--- src/rtl/ahb_pio_pkg.sv ---
// rtl/ahb_pio_pkg.sv - shared encodings for the AHB-Lite PIO responder
// Purpose: AHB htrans/hsize encodings, PIO register offsets (haddr[4:2]),
//          and the bus-side FSM state type.
// Ports:   none (package)
package ahb_pio_pkg;

    localparam logic [1:0] HTRANS_IDLE   = 2'b00;
    localparam logic [1:0] HTRANS_BUSY   = 2'b01;
    localparam logic [1:0] HTRANS_NONSEQ = 2'b10;
    localparam logic [1:0] HTRANS_SEQ    = 2'b11;

    localparam logic [2:0] HSIZE_BYTE = 3'b000;
    localparam logic [2:0] HSIZE_HALF = 3'b001;
    localparam logic [2:0] HSIZE_WORD = 3'b010;

    localparam logic [2:0] OFF_LED     = 3'd0;
    localparam logic [2:0] OFF_RGB     = 3'd1;
    localparam logic [2:0] OFF_PB_DATA = 3'd2;
    localparam logic [2:0] OFF_PB_EDGE = 3'd3;
    localparam logic [2:0] OFF_PB_MASK = 3'd4;
    localparam logic [2:0] OFF_SYS_ID  = 3'd5;
    localparam logic [2:0] OFF_BLD_ID  = 3'd6;
    localparam logic [2:0] OFF_RSVD    = 3'd7;

    typedef enum logic [1:0] {
        ST_IDLE = 2'd0,
        ST_DATA = 2'd1,
        ST_ERR1 = 2'd2,
        ST_ERR2 = 2'd3
    } ahb_state_t;

endpackage

--- src/rtl/pio_pb_sync.sv ---
// rtl/pio_pb_sync.sv - push-button synchronizer and rising-edge detector
// Purpose: brings PB_W asynchronous buttons into the clk domain through two
//          flops, keeps a delayed copy and flags 0->1 transitions.
// Ports:   clk, rst_n   clock / async active-low reset
//          pb    [in]   raw asynchronous buttons
//          sync  [out]  second synchronizer stage
//          rise  [out]  one-cycle pulse per rising edge of sync
module pio_pb_sync #(
    parameter int PB_W = 4
) (
    input  logic            clk,
    input  logic            rst_n,
    input  logic [PB_W-1:0] pb,
    output logic [PB_W-1:0] sync,
    output logic [PB_W-1:0] rise
);

    logic [PB_W-1:0] meta;
    logic [PB_W-1:0] sync_d;

    always_ff @(posedge clk or negedge rst_n) begin
        if (!rst_n) begin
            meta   <= '0;
            sync   <= '0;
            sync_d <= '0;
        end else begin
            meta   <= pb;
            sync   <= meta;
            sync_d <= sync;
        end
    end

    assign rise = sync & ~sync_d;

endmodule

--- src/rtl/ahb_pio_slave.sv ---
// rtl/ahb_pio_slave.sv - AHB-Lite responder for LEDs, RGB LEDs, buttons and ID words
// Purpose: zero-wait-state word access to the PIO register file; two-cycle
//          ERROR response for non-word or misaligned accesses.
// Ports:   clk, rst_n                        clock / async active-low reset
//          hsel, haddr, htrans, hwrite,
//          hsize, hready_in, hwdata  [in]    AHB-Lite responder inputs
//          hreadyout, hrdata, hresp  [out]   AHB-Lite responder outputs
//          led_o, rgb_o              [out]   LED / RGB LED registers
//          pb_i                      [in]    raw push buttons
//          irq_o                     [out]   level interrupt, |(PB_EDGE & PB_MASK)
//          sys_id_i, bld_id_i        [in]    static ID words
import ahb_pio_pkg::*;

module ahb_pio_slave #(
    parameter int LED_W = 2,
    parameter int RGB_W = 12,
    parameter int PB_W  = 4
) (
    input  logic             clk,
    input  logic             rst_n,
    input  logic             hsel,
    input  logic [31:0]      haddr,
    input  logic [1:0]       htrans,
    input  logic             hwrite,
    input  logic [2:0]       hsize,
    input  logic             hready_in,
    input  logic [31:0]      hwdata,
    output logic             hreadyout,
    output logic [31:0]      hrdata,
    output logic             hresp,
    output logic [LED_W-1:0] led_o,
    output logic [RGB_W-1:0] rgb_o,
    input  logic [PB_W-1:0]  pb_i,
    output logic             irq_o,
    input  logic [31:0]      sys_id_i,
    input  logic [31:0]      bld_id_i
);

    ahb_state_t      state;
    ahb_state_t      state_next;
    logic [2:0]      off_q;
    logic            write_q;
    logic            accept;
    logic            legal;
    logic            wr_en;
    logic [PB_W-1:0] pb_sync;
    logic [PB_W-1:0] pb_rise;
    logic [PB_W-1:0] pb_edge;
    logic [PB_W-1:0] pb_mask;
    logic [PB_W-1:0] w1c_mask;
    logic            unused_bits;

    assign unused_bits = &{1'b0, haddr[31:5], htrans[0], hwdata};

    // ERR1 drives hreadyout low, so the bus cannot present a new address then.
    assign accept = hsel & htrans[1] & hready_in & (state != ST_ERR1);
    assign legal  = (hsize == HSIZE_WORD) && (haddr[1:0] == 2'b00);

    always_ff @(posedge clk or negedge rst_n) begin
        if (!rst_n) begin
            state <= ST_IDLE;
        end else begin
            state <= state_next;
        end
    end

    always_comb begin
        state_next = ST_IDLE;
        hreadyout  = 1'b1;
        hresp      = 1'b0;
        case (state)
            ST_ERR1: begin
                hreadyout  = 1'b0;
                hresp      = 1'b1;
                state_next = ST_ERR2;
            end
            default: begin
                if (state == ST_ERR2) begin
                    hresp = 1'b1;
                end
                if (accept) begin
                    state_next = legal ? ST_DATA : ST_ERR1;
                end
            end
        endcase
    end

    always_ff @(posedge clk or negedge rst_n) begin
        if (!rst_n) begin
            off_q   <= 3'd0;
            write_q <= 1'b0;
        end else if (accept) begin
            off_q   <= haddr[4:2];
            write_q <= hwrite;
        end
    end

    // Writes commit at the end of the DATA cycle, so a read in the very next
    // data phase already sees the new value.
    assign wr_en    = (state == ST_DATA) && write_q;
    assign w1c_mask = (wr_en && (off_q == OFF_PB_EDGE)) ? hwdata[PB_W-1:0] : '0;

    pio_pb_sync #(
        .PB_W (PB_W)
    ) u_pb_sync (
        .clk   (clk),
        .rst_n (rst_n),
        .pb    (pb_i),
        .sync  (pb_sync),
        .rise  (pb_rise)
    );

    always_ff @(posedge clk or negedge rst_n) begin
        if (!rst_n) begin
            led_o   <= '0;
            rgb_o   <= '0;
            pb_mask <= '0;
            pb_edge <= '0;
            irq_o   <= 1'b0;
        end else begin
            if (wr_en && (off_q == OFF_LED)) begin
                led_o <= hwdata[LED_W-1:0];
            end
            if (wr_en && (off_q == OFF_RGB)) begin
                rgb_o <= hwdata[RGB_W-1:0];
            end
            if (wr_en && (off_q == OFF_PB_MASK)) begin
                pb_mask <= hwdata[PB_W-1:0];
            end
            // OR-ing the rise in after the clear lets a new edge beat a
            // same-cycle W1C of that bit.
            pb_edge <= (pb_edge & ~w1c_mask) | pb_rise;
            irq_o   <= |(pb_edge & pb_mask);
        end
    end

    always_comb begin
        hrdata = '0;
        if ((state == ST_DATA) && !write_q) begin
            case (off_q)
                OFF_LED:     hrdata = 32'(led_o);
                OFF_RGB:     hrdata = 32'(rgb_o);
                OFF_PB_DATA: hrdata = 32'(pb_sync);
                OFF_PB_EDGE: hrdata = 32'(pb_edge);
                OFF_PB_MASK: hrdata = 32'(pb_mask);
                OFF_SYS_ID:  hrdata = sys_id_i;
                OFF_BLD_ID:  hrdata = bld_id_i;
                default:     hrdata = '0;
            endcase
        end
    end

endmodule

--- config.mk ---
export PLATFORM = sky130hd
export DESIGN_NAME = ahb_pio_slave
export DESIGN_NICKNAME = d
export VERILOG_FILES = /design/src/rtl/ahb_pio_pkg.sv /design/src/rtl/pio_pb_sync.sv /design/src/rtl/ahb_pio_slave.sv
export SDC_FILE = /design/constraint.sdc
export NUM_CORES = 1
export LEC_CHECK = 0
export CAP_MARGIN = 20
export CORE_ASPECT_RATIO = 1.5
export CORE_MARGIN = 2
export CORE_UTILIZATION = 33
export CTS_BUF_LIST = sky130_fd_sc_hd__clkbuf_4 sky130_fd_sc_hd__clkbuf_8
export CTS_CLUSTER_DIAMETER = 150
export CTS_CLUSTER_SIZE = 25
export DETAILED_ROUTE_END_ITERATION = 10
export MAX_ROUTING_LAYER = met4
export PLACE_DENSITY = 0.78
export SYNTH_ARGS = -nofsm -noshare
export SYNTH_HDL_FRONTEND = slang
export SYNTH_HIERARCHICAL = 1
export SYNTH_SLANG_ARGS = --single-unit
export TNS_END_PERCENT = 30
--- constraint.sdc ---
create_clock -name clk -period 2.1 [get_ports clk]
set_input_delay 0.21 -clock clk [delete_from_list [all_inputs] [get_ports clk]]
set_output_delay 0.21 -clock clk [all_outputs]
set_load 0.005 [all_outputs]
---- Word-level counts from Yosys, hierarchy flattened ----
Index checks and enable logic that the tools add are counted.
word-level totals
  bits of input ports ..................... 142
  register bits after elaboration ......... 41
operators by class
  bitwise operators ....................... 9
  mux-type cells .......................... 9
  eq/ne operators ......................... 11
  reductions and logical operators ........ 11
operators by type and width
  cell                number
  $pmux 32 s7         1
  $mux 32             1
  $and 4x4->4         3
  $eq 3x2->1 const B  3
  $eq 3x3->1 const B  3
  $not 4->4           2
  $logic_and 1x1->1   7
  $mux 2              3
  $eq 2x2->1 const B  2
  $mux 4              1
  $or 4x4->4          1
  $reduce_or 4->1     1
  $and 1x1->1         3
  $eq 3x1->1 const B  1
  $logic_not 3->1     1
  $mux 1              3
  $eq 2x1->1 const B  1
  $logic_not 2->1     1
  $ne 2x2->1 const B  1
  $logic_not 1->1     1

---- Logic depth before layout (Yosys ltp) ----
Gate-level depths: netlist of the first run.
  depth after elaboration ................. 7
  mapped depth ............................ 6
  gate-level depth less buffers ........... 4

---- By module ----
Netlist of the first run, hierarchy kept.
modules (own cells, without submodules)
  module         instances  area each (sq um)  cells each  seq. area each (sq um)
  ahb_pio_slave  1          1939.4             198         725.7
  pio_pb_sync    1          355.3              16          300.3

---- Least setup slack after synthesis of the first run ----
Ideal clock, no wire load.
  path type ............................... register -> output
  start ................................... reg off_q[2]
  end ..................................... out hrdata[2]
  stages on the path, launching flop included .. 7
  required time ........................... 1.890 ns
  data arrival time ....................... 1.235 ns
  path buffers ............................ 3
  path slack .............................. 0.655 ns
  path through ............................ dfrtp_1 > buf_6 > buf_2 > nand3_1 > nand3b_1 > buf_2 > a41oi_1
on the way
  word-level cells in the longest chain between the ends .. 3
ends and longest elaborated chain
  what                                      RTL line              RTL
  start, declared                           ahb_pio_slave.sv:41   logic [2:0] off_q;
  start signal, assigned                    ahb_pio_slave.sv:93   off_q <= haddr[4:2];
  $eq 3x3->1, or another cell as far along  ahb_pio_slave.sv:140  case (off_q)
  $pmux 32 s7 *                             ahb_pio_slave.sv:140
  $mux 32 *                                 ahb_pio_slave.sv:139  if ((state == ST_DATA) && !write_q) begin
  end, declared                             ahb_pio_slave.sv:29   output logic [31:0] hrdata,
Mark *: on every way between the ends. The rest lies on a longest branch, timed or not.

---- Worst setup path in the final report of the first run ----
  start ................................... reg off_q[0]
  end ..................................... out hrdata[28]
Same word-level chain as after synthesis.

==> metrics.txt, run 1 <==
clk buf depth=2; achievable frequency=approximately 460 MHz; crit path launch type=register; Avg Cell Area, Syn=10.7 um2; failing checks=negative setup slack; final WL=around 8000 um; Vert. Die Dim=106 um; ranking of synthesized cells by area=dfrtp_1, mux2_2, a22oi_1; Worst Skew=0.00693 ns; Worst Tran Pin Value=0.348 ns; Mapped Area=2290 um2; CTS Buf Count=5; max cap viols=0; drt wl/cell=17.0 um; Starting Density=~34%; worst-path fanout max=20; nets=522; Routed Antenna Nets=0; final core utilization=61.9%; Placement Cell Area=about 4000 um2; area of the multi-input gates=1210 um2; Final Cell Area=4210 um2; grt peak-use layer=met2; Initial DRT Pass Iterations=4; DRT iter0 DRCs=67; Sum Neg Setup Slack=-0.303 ns; WS Path Type=register to primary output; Die Wd=72.1 um; Syn Nets=356; DR vias=2319; RSZ-0062 raised after global routing=true; fin. max-slew vios=0; IO Pins=191; Reg clk slew, reported paths=0.07 ns; Post-synth EDFFs=0; FF+latch count, synth=41; Synth-to-Final Area Change=83.5%; Setup WS post-layout=-0.0806 ns; Synth Warn #=6; commonest non-fill, non-tap cell in the layout=clkdlybuf4s50_1; Worst EP required=between 1.5 and 2 ns; register area=1030 um2; Max rail drop VDD=0.641 mV; relative slew slack=76.8%; vias in the first global route=2446; # port buffers=142; Clock Sinks=41; fraction of layout cells with a size suffix above 1=25.8%; ratio of final minimum period to clock period=104%; clk_lat worst skew=0.30 ns; GP Congestion=approximately 0.80; clk root buf=clkbuf_8; core area=6810 um2; largest net degree at the start of global routing=42; fillers=560; H-tree Lvls=2; crit path capture type=primary output; Leak Pwr=around 1.9 nW; DRC violations left=0; Cells after Synth=214; CTS tree=built; Tot GR Track Use=20.7%; main flop type after synthesis=dfrtp_1; top cell type by total area after synthesis=dfrtp_1; top-area cell type share of the netlist area=44.7%; grt met3 use=5.69%; sequential share of the synthesized area=44.7%; Power Dens Cells=approximately 1000 nW/um2; die footprint=7650 um2; Vias/cell=5.06; commonest non-fill, non-tap cells in the layout=clkdlybuf4s50_1, dfrtp_1, nor2_1; initial antenna violation count=0; endpoints failing hold=0; first-pass GRT wire length=12000 um; count of final setup violators=5; met1 usage=21.2%; DP Wirelength=5690 um; diode count=0; global-route met2 utilization=about 37%; Hold Crit Class=primary input to register; outcome=finished with violations; Post-synth ARST share=100%; Cell variety after synth=34; num rows=37; WP data arrival=1.97 ns; Congestion Overflow GR=0; fin crit period=~2.2 ns
## Yosys cell counts, types with 2 or more instances
cell	instances
clkbuf_1	3
buf_2	9
dfrtp_1	41
mux2_2	23
o21ai_0	3
nand2_1	12
a41oi_1	2
mux2i_1	3
a21oi_1	4
nand3_1	6
nand2b_1	2
mux2_4	10
a21o_1	4
nor2_1	30
and3_1	2
buf_4	3
nand3b_1	2
nor2b_4	4
buf_6	2
nor2b_1	4
a22oi_1	31
and2_1	2
## per-stage QoR
step | hold slack (ns) | instances | total power, mW | setup slack (ns)
4_1_cts | 0.345 | 451 | 4.13 | -0.154
3_3_place_gp | 0.196 | 435 | 3.32 | -0.0304
6_report | 0.350 | 458 | 4.21 | -0.0806
2_1_floorplan | -0.0856 | 214 | 2.36 | 0.655
3_5_place_dp | 0.198 | 435 | 3.38 | -0.0502
5_1_grt | 0.356 | 458 | 4.48 | -0.132
## registers in the layout (all words and copies together), names as in the netlist
register	cells
state	2
off_q	3
u_pb_sync/sync	4
u_pb_sync/sync_d	4
write_q	1
u_pb_sync/meta	4
rgb_o	12
pb_mask	4
led_o	2
irq_o	1
pb_edge	4
## final timing paths
kind                                    from                 to  slack, ns  depth (start not counted)
max reg2reg                         off_q[2]           rgb_o[8]       0.36                          6
min                                  pb_i[0]  u_pb_sync/meta[0]       0.35                          1
min in group asynchronous              rst_n  u_pb_sync/sync[2]       0.41                          3
max in group asynchronous              rst_n           off_q[1]       1.49                          3
min reg2reg                u_pb_sync/meta[1]  u_pb_sync/sync[1]       0.35                          0
max                                 off_q[0]         hrdata[28]      -0.08                          6
## worst max-delay path, cell delays in order (launching register included)
cell and delay (ns):
dfrtp_2 0.47, and2b_1 0.19, and2_4 0.17, buf_12 0.15
a22oi_2 0.21, nor2_1 0.06, clkdlybuf4s50_1 0.44
## routing by layer
metal  vias to the layer above  routed length, um
li1                       1104                  -
met1                      1073               2780
met2                       128               4060
met3                        14                777
met4                         0                189
met5                         -                  0
## cell families after synthesis
family	count (synthesis)	share of synthesized area (%)
multiplexers	36	19.1
buffers and inverters	18	4.58
AND/OR/NAND/NOR	70	15.9
flip-flops	41	44.7
AO/OA/AOI/OAI	49	15.6
## where the power goes
| part | total (mW) | internal [mW] | switching [mW] |
|---|---|---|---|
| combinational | 2.38 | 1.50 | 0.883 |
| clock | 0.536 | 0.274 | 0.262 |
| sequential | 1.29 | 1.06 | 0.237 |
| total | 4.21 | 2.83 | 1.38 |
## timing repair
item,in CTS,in global routing
setup buffers,5,6
setup endpoints to repair,32,25
endpoints found under the hold margin,41,0
gates cloned,3,1
hold buffers,1,0
gates resized for setup,35,22
pin swaps,1,2
## area by class of cell
| type | instances | area share [%] |
|---|---|---|
| Clock buffer | 7 | 2.14 |
| Inverter | 1 | 0.0892 |
| Multi-Input combinational cell | 155 | 28.7 |
| Sequential cell | 41 | 24.5 |
| Tap cell | 78 | 2.32 |
| Timing Repair Buffer | 176 | 42.3 |
(Power assumes the default switching activity.)
==> run 2: changes to the inputs <==
--- a/config.mk
+++ b/config.mk
@@ -6,8 +6,8 @@
 export NUM_CORES = 1
 export LEC_CHECK = 0
 export CAP_MARGIN = 20
-export CORE_ASPECT_RATIO = 1.5
-export CORE_MARGIN = 2
+export CORE_ASPECT_RATIO = 1.1
+export CORE_MARGIN = 3
 export CORE_UTILIZATION = 33
 export CTS_BUF_LIST = sky130_fd_sc_hd__clkbuf_4 sky130_fd_sc_hd__clkbuf_8
 export CTS_CLUSTER_DIAMETER = 150
==> run 2 against run 1 <==
Net effect:
- the flow now finishes without violations
- wire length shrank 0.44%
- power shrank 1.4%
- first-iteration DRC count grew 12%
- final cell count shrank 0.22%
- non-clock buffer count shrank 7
- clock skew shrank 0.0024 ns
- combinational power is essentially flat
- setup slack gained 0.10 ns
- register-to-register slack gained 0.11 ns
- highest routed layer unchanged
==> metrics.txt, run 2 (synthesis results as in run 1) <==
register area=1030 um2 (unchanged); Initial DRT Pass Iterations=4 (unchanged); # port buffers=142 (unchanged); outcome=finished, final reports clean (was finished with violations); core area=6670 um2 (was 6810 um2); met2 WL=3880 um (was 4060 um); IO Pins=191 (unchanged); ratio of final minimum period to clock period=98.8% (was 104%); Hold WS=0.293 ns (was 0.350 ns); Synth-to-Final Area Change=79.6% (was 83.5%); DR vias=2355 (was 2319); max cap viols=0 (unchanged); Routed Antenna Nets=0 (unchanged); Congestion Overflow GR=0 (unchanged); Finished Layout Cells=457 (was 458); Vert. Die Dim=93.5 um (was 106 um); initial antenna violation count=1 (was 0); die footprint=7990 um2 (was 7650 um2); DP Wirelength=5740 um (was 5690 um); RSZ-0062 raised after global routing=true (unchanged); GP Congestion=0.838 (was 0.805); Die Wd=85.5 um (was 72.1 um); area of the multi-input gates=1220 um2 (was 1210 um2); Max rail drop VDD=0.599 mV (was 0.641 mV); Worst Skew=0.00449 ns (was 0.00693 ns); fin. max-slew vios=0 (unchanged); fillers=544 (was 560); endpoints failing hold=0 (unchanged); Worst Tran Pin Value=0.438 ns (was 0.348 ns); worst-path fanout max=5 (was 20); Clock Sinks=41 (unchanged); vias in the first global route=2372 (was 2446); Pwr Total=4.15 mW (was 4.21 mW); Final Cell Area=4120 um2 (was 4210 um2); Hold Crit Class=primary input to async pin (was primary input to register); final WL=7770 um (was 7800 um); largest net degree at the start of global routing=29 (was 42); commonest non-fill, non-tap cell in the layout=clkdlybuf4s50_1 (unchanged); met3 routed WL=746 um (was 777 um); relative slew slack=70.7% (was 76.8%); clk root buf=clkbuf_8 (unchanged); achievable frequency=482 MHz (was 459 MHz); Largest Register=rgb_o (unchanged); DP Worst Slack=0.0118 ns (was -0.0502 ns); H-tree Lvls=2 (unchanged); Starting Density=34.4% (was 33.7%); CTS tree=built (unchanged); Placed Cells incl. Taps=433 (was 435); Vias/cell=5.15 (was 5.06); nets=515 (was 522); count of final setup violators=0 (was 5); met1 WL=3060 um (was 2780 um); crit path capture type=primary output (unchanged); RR Startpoint=off_q[0] (was off_q[2]); fraction of layout cells with a size suffix above 1=24.3% (was 25.8%); RR Endpoint=rgb_o[2] (was rgb_o[8]); Reg clk slew, reported paths=0.07 ns (about the same); WP data arrival=1.87 ns (was 1.97 ns); max reg flops=12 (unchanged); Setup WS post-layout=0.0242 ns (was -0.0806 ns); fin crit period=2.08 ns (was 2.18 ns); max layer used=met4 (unchanged); Placement Cell Area=3840 um2 (was 3890 um2); first-pass GRT wire length=11700 um (was 12000 um); reg-to-reg slack, setup=0.47 ns (was 0.36 ns); Worst EP required=1.89 ns (about the same); WS Path Type=register to primary output (unchanged); clk buf depth=2 (unchanged); DRT iter0 DRCs=75 (was 67); num rows=31 (was 37); crit path launch type=register (unchanged); Power Dens Cells=1010 nW/um2 (was 1000 nW/um2); commonest non-fill, non-tap cells in the layout=clkdlybuf4s50_1, dfrtp_1, a22oi_1 (was clkdlybuf4s50_1, dfrtp_1, nor2_1); Leak Pwr=1.81 nW (was 1.92 nW); final core utilization=61.8% (was 61.9%); drt wl/cell=17.0 um (about the same); CTS Buf Count=5 (unchanged); clk_lat worst skew=0.29 ns (was 0.30 ns); Sum Neg Setup Slack=0 ns (was -0.303 ns); Tot GR Track Use=19.1% (was 20.7%); worst reg2reg path depth=4 (was 6); DRC violations left=0 (unchanged)
[run 2: area by class of cell]
class                      instances  share of cell area, %
clock inverter                     2                  0.243
multi-input combinational        155                   29.7
clock buffer                       6                   1.85
sequential                        41                   25.0
tap                               82                   2.49
inverter                           1                 0.0911
antenna                            1                 0.0607
timing repair buffer             169                   40.6
[run 2: critical path: stages (launching register included)]
cell and delay (ns):
dfrtp_2 0.44, buf_4 0.15, buf_4 0.13, buf_4 0.14
nor2b_4 0.12, a22o_1 0.13, nand2_1 0.08, a41oi_2 0.24
clkbuf_2 0.15
[run 2: repair_timing]
item | 4_1_cts | 5_1_grt
gates cloned | 1 | 2
endpoints found under the hold margin | 8 | 0
setup buffers | 7 | 4
endpoints found under the setup margin | 32 | 10
resized for setup | 37 | 22
hold buffers | 1 | 0
pin swaps | 1 | 2
[run 2: metal layers]
metal / vias to the layer above / GRT usage [%]
met5: - / -
met4: 0 / 4.88
met3: 7 / 4.93
met2: 122 / 33.7
met1: 1134 / 21.3
li1: 1092 / -
[run 2: worst max path at each step]
| stage | start | end | slack (ns) |
|---|---|---|---|
| finish | off_q[1] | hrdata[2] | 0.02 |
| global route | off_q[2] | hrdata[3] | -0.03 |
| CTS | off_q[2] | hrdata[2] | -0.11 |
| detailed placement | sys_id_i[1] | hrdata[1] | 0.01 |
| global placement | sys_id_i[1] | hrdata[1] | 0.03 |
| floorplan | off_q[2] | hrdata[2] | 0.66 |
[run 2: power by group]
part / switching (mW) / total (mW) / internal (mW)
combinational: 0.893 / 2.35 / 1.46
clock: 0.262 / 0.506 / 0.243
sequential: 0.242 / 1.30 / 1.06
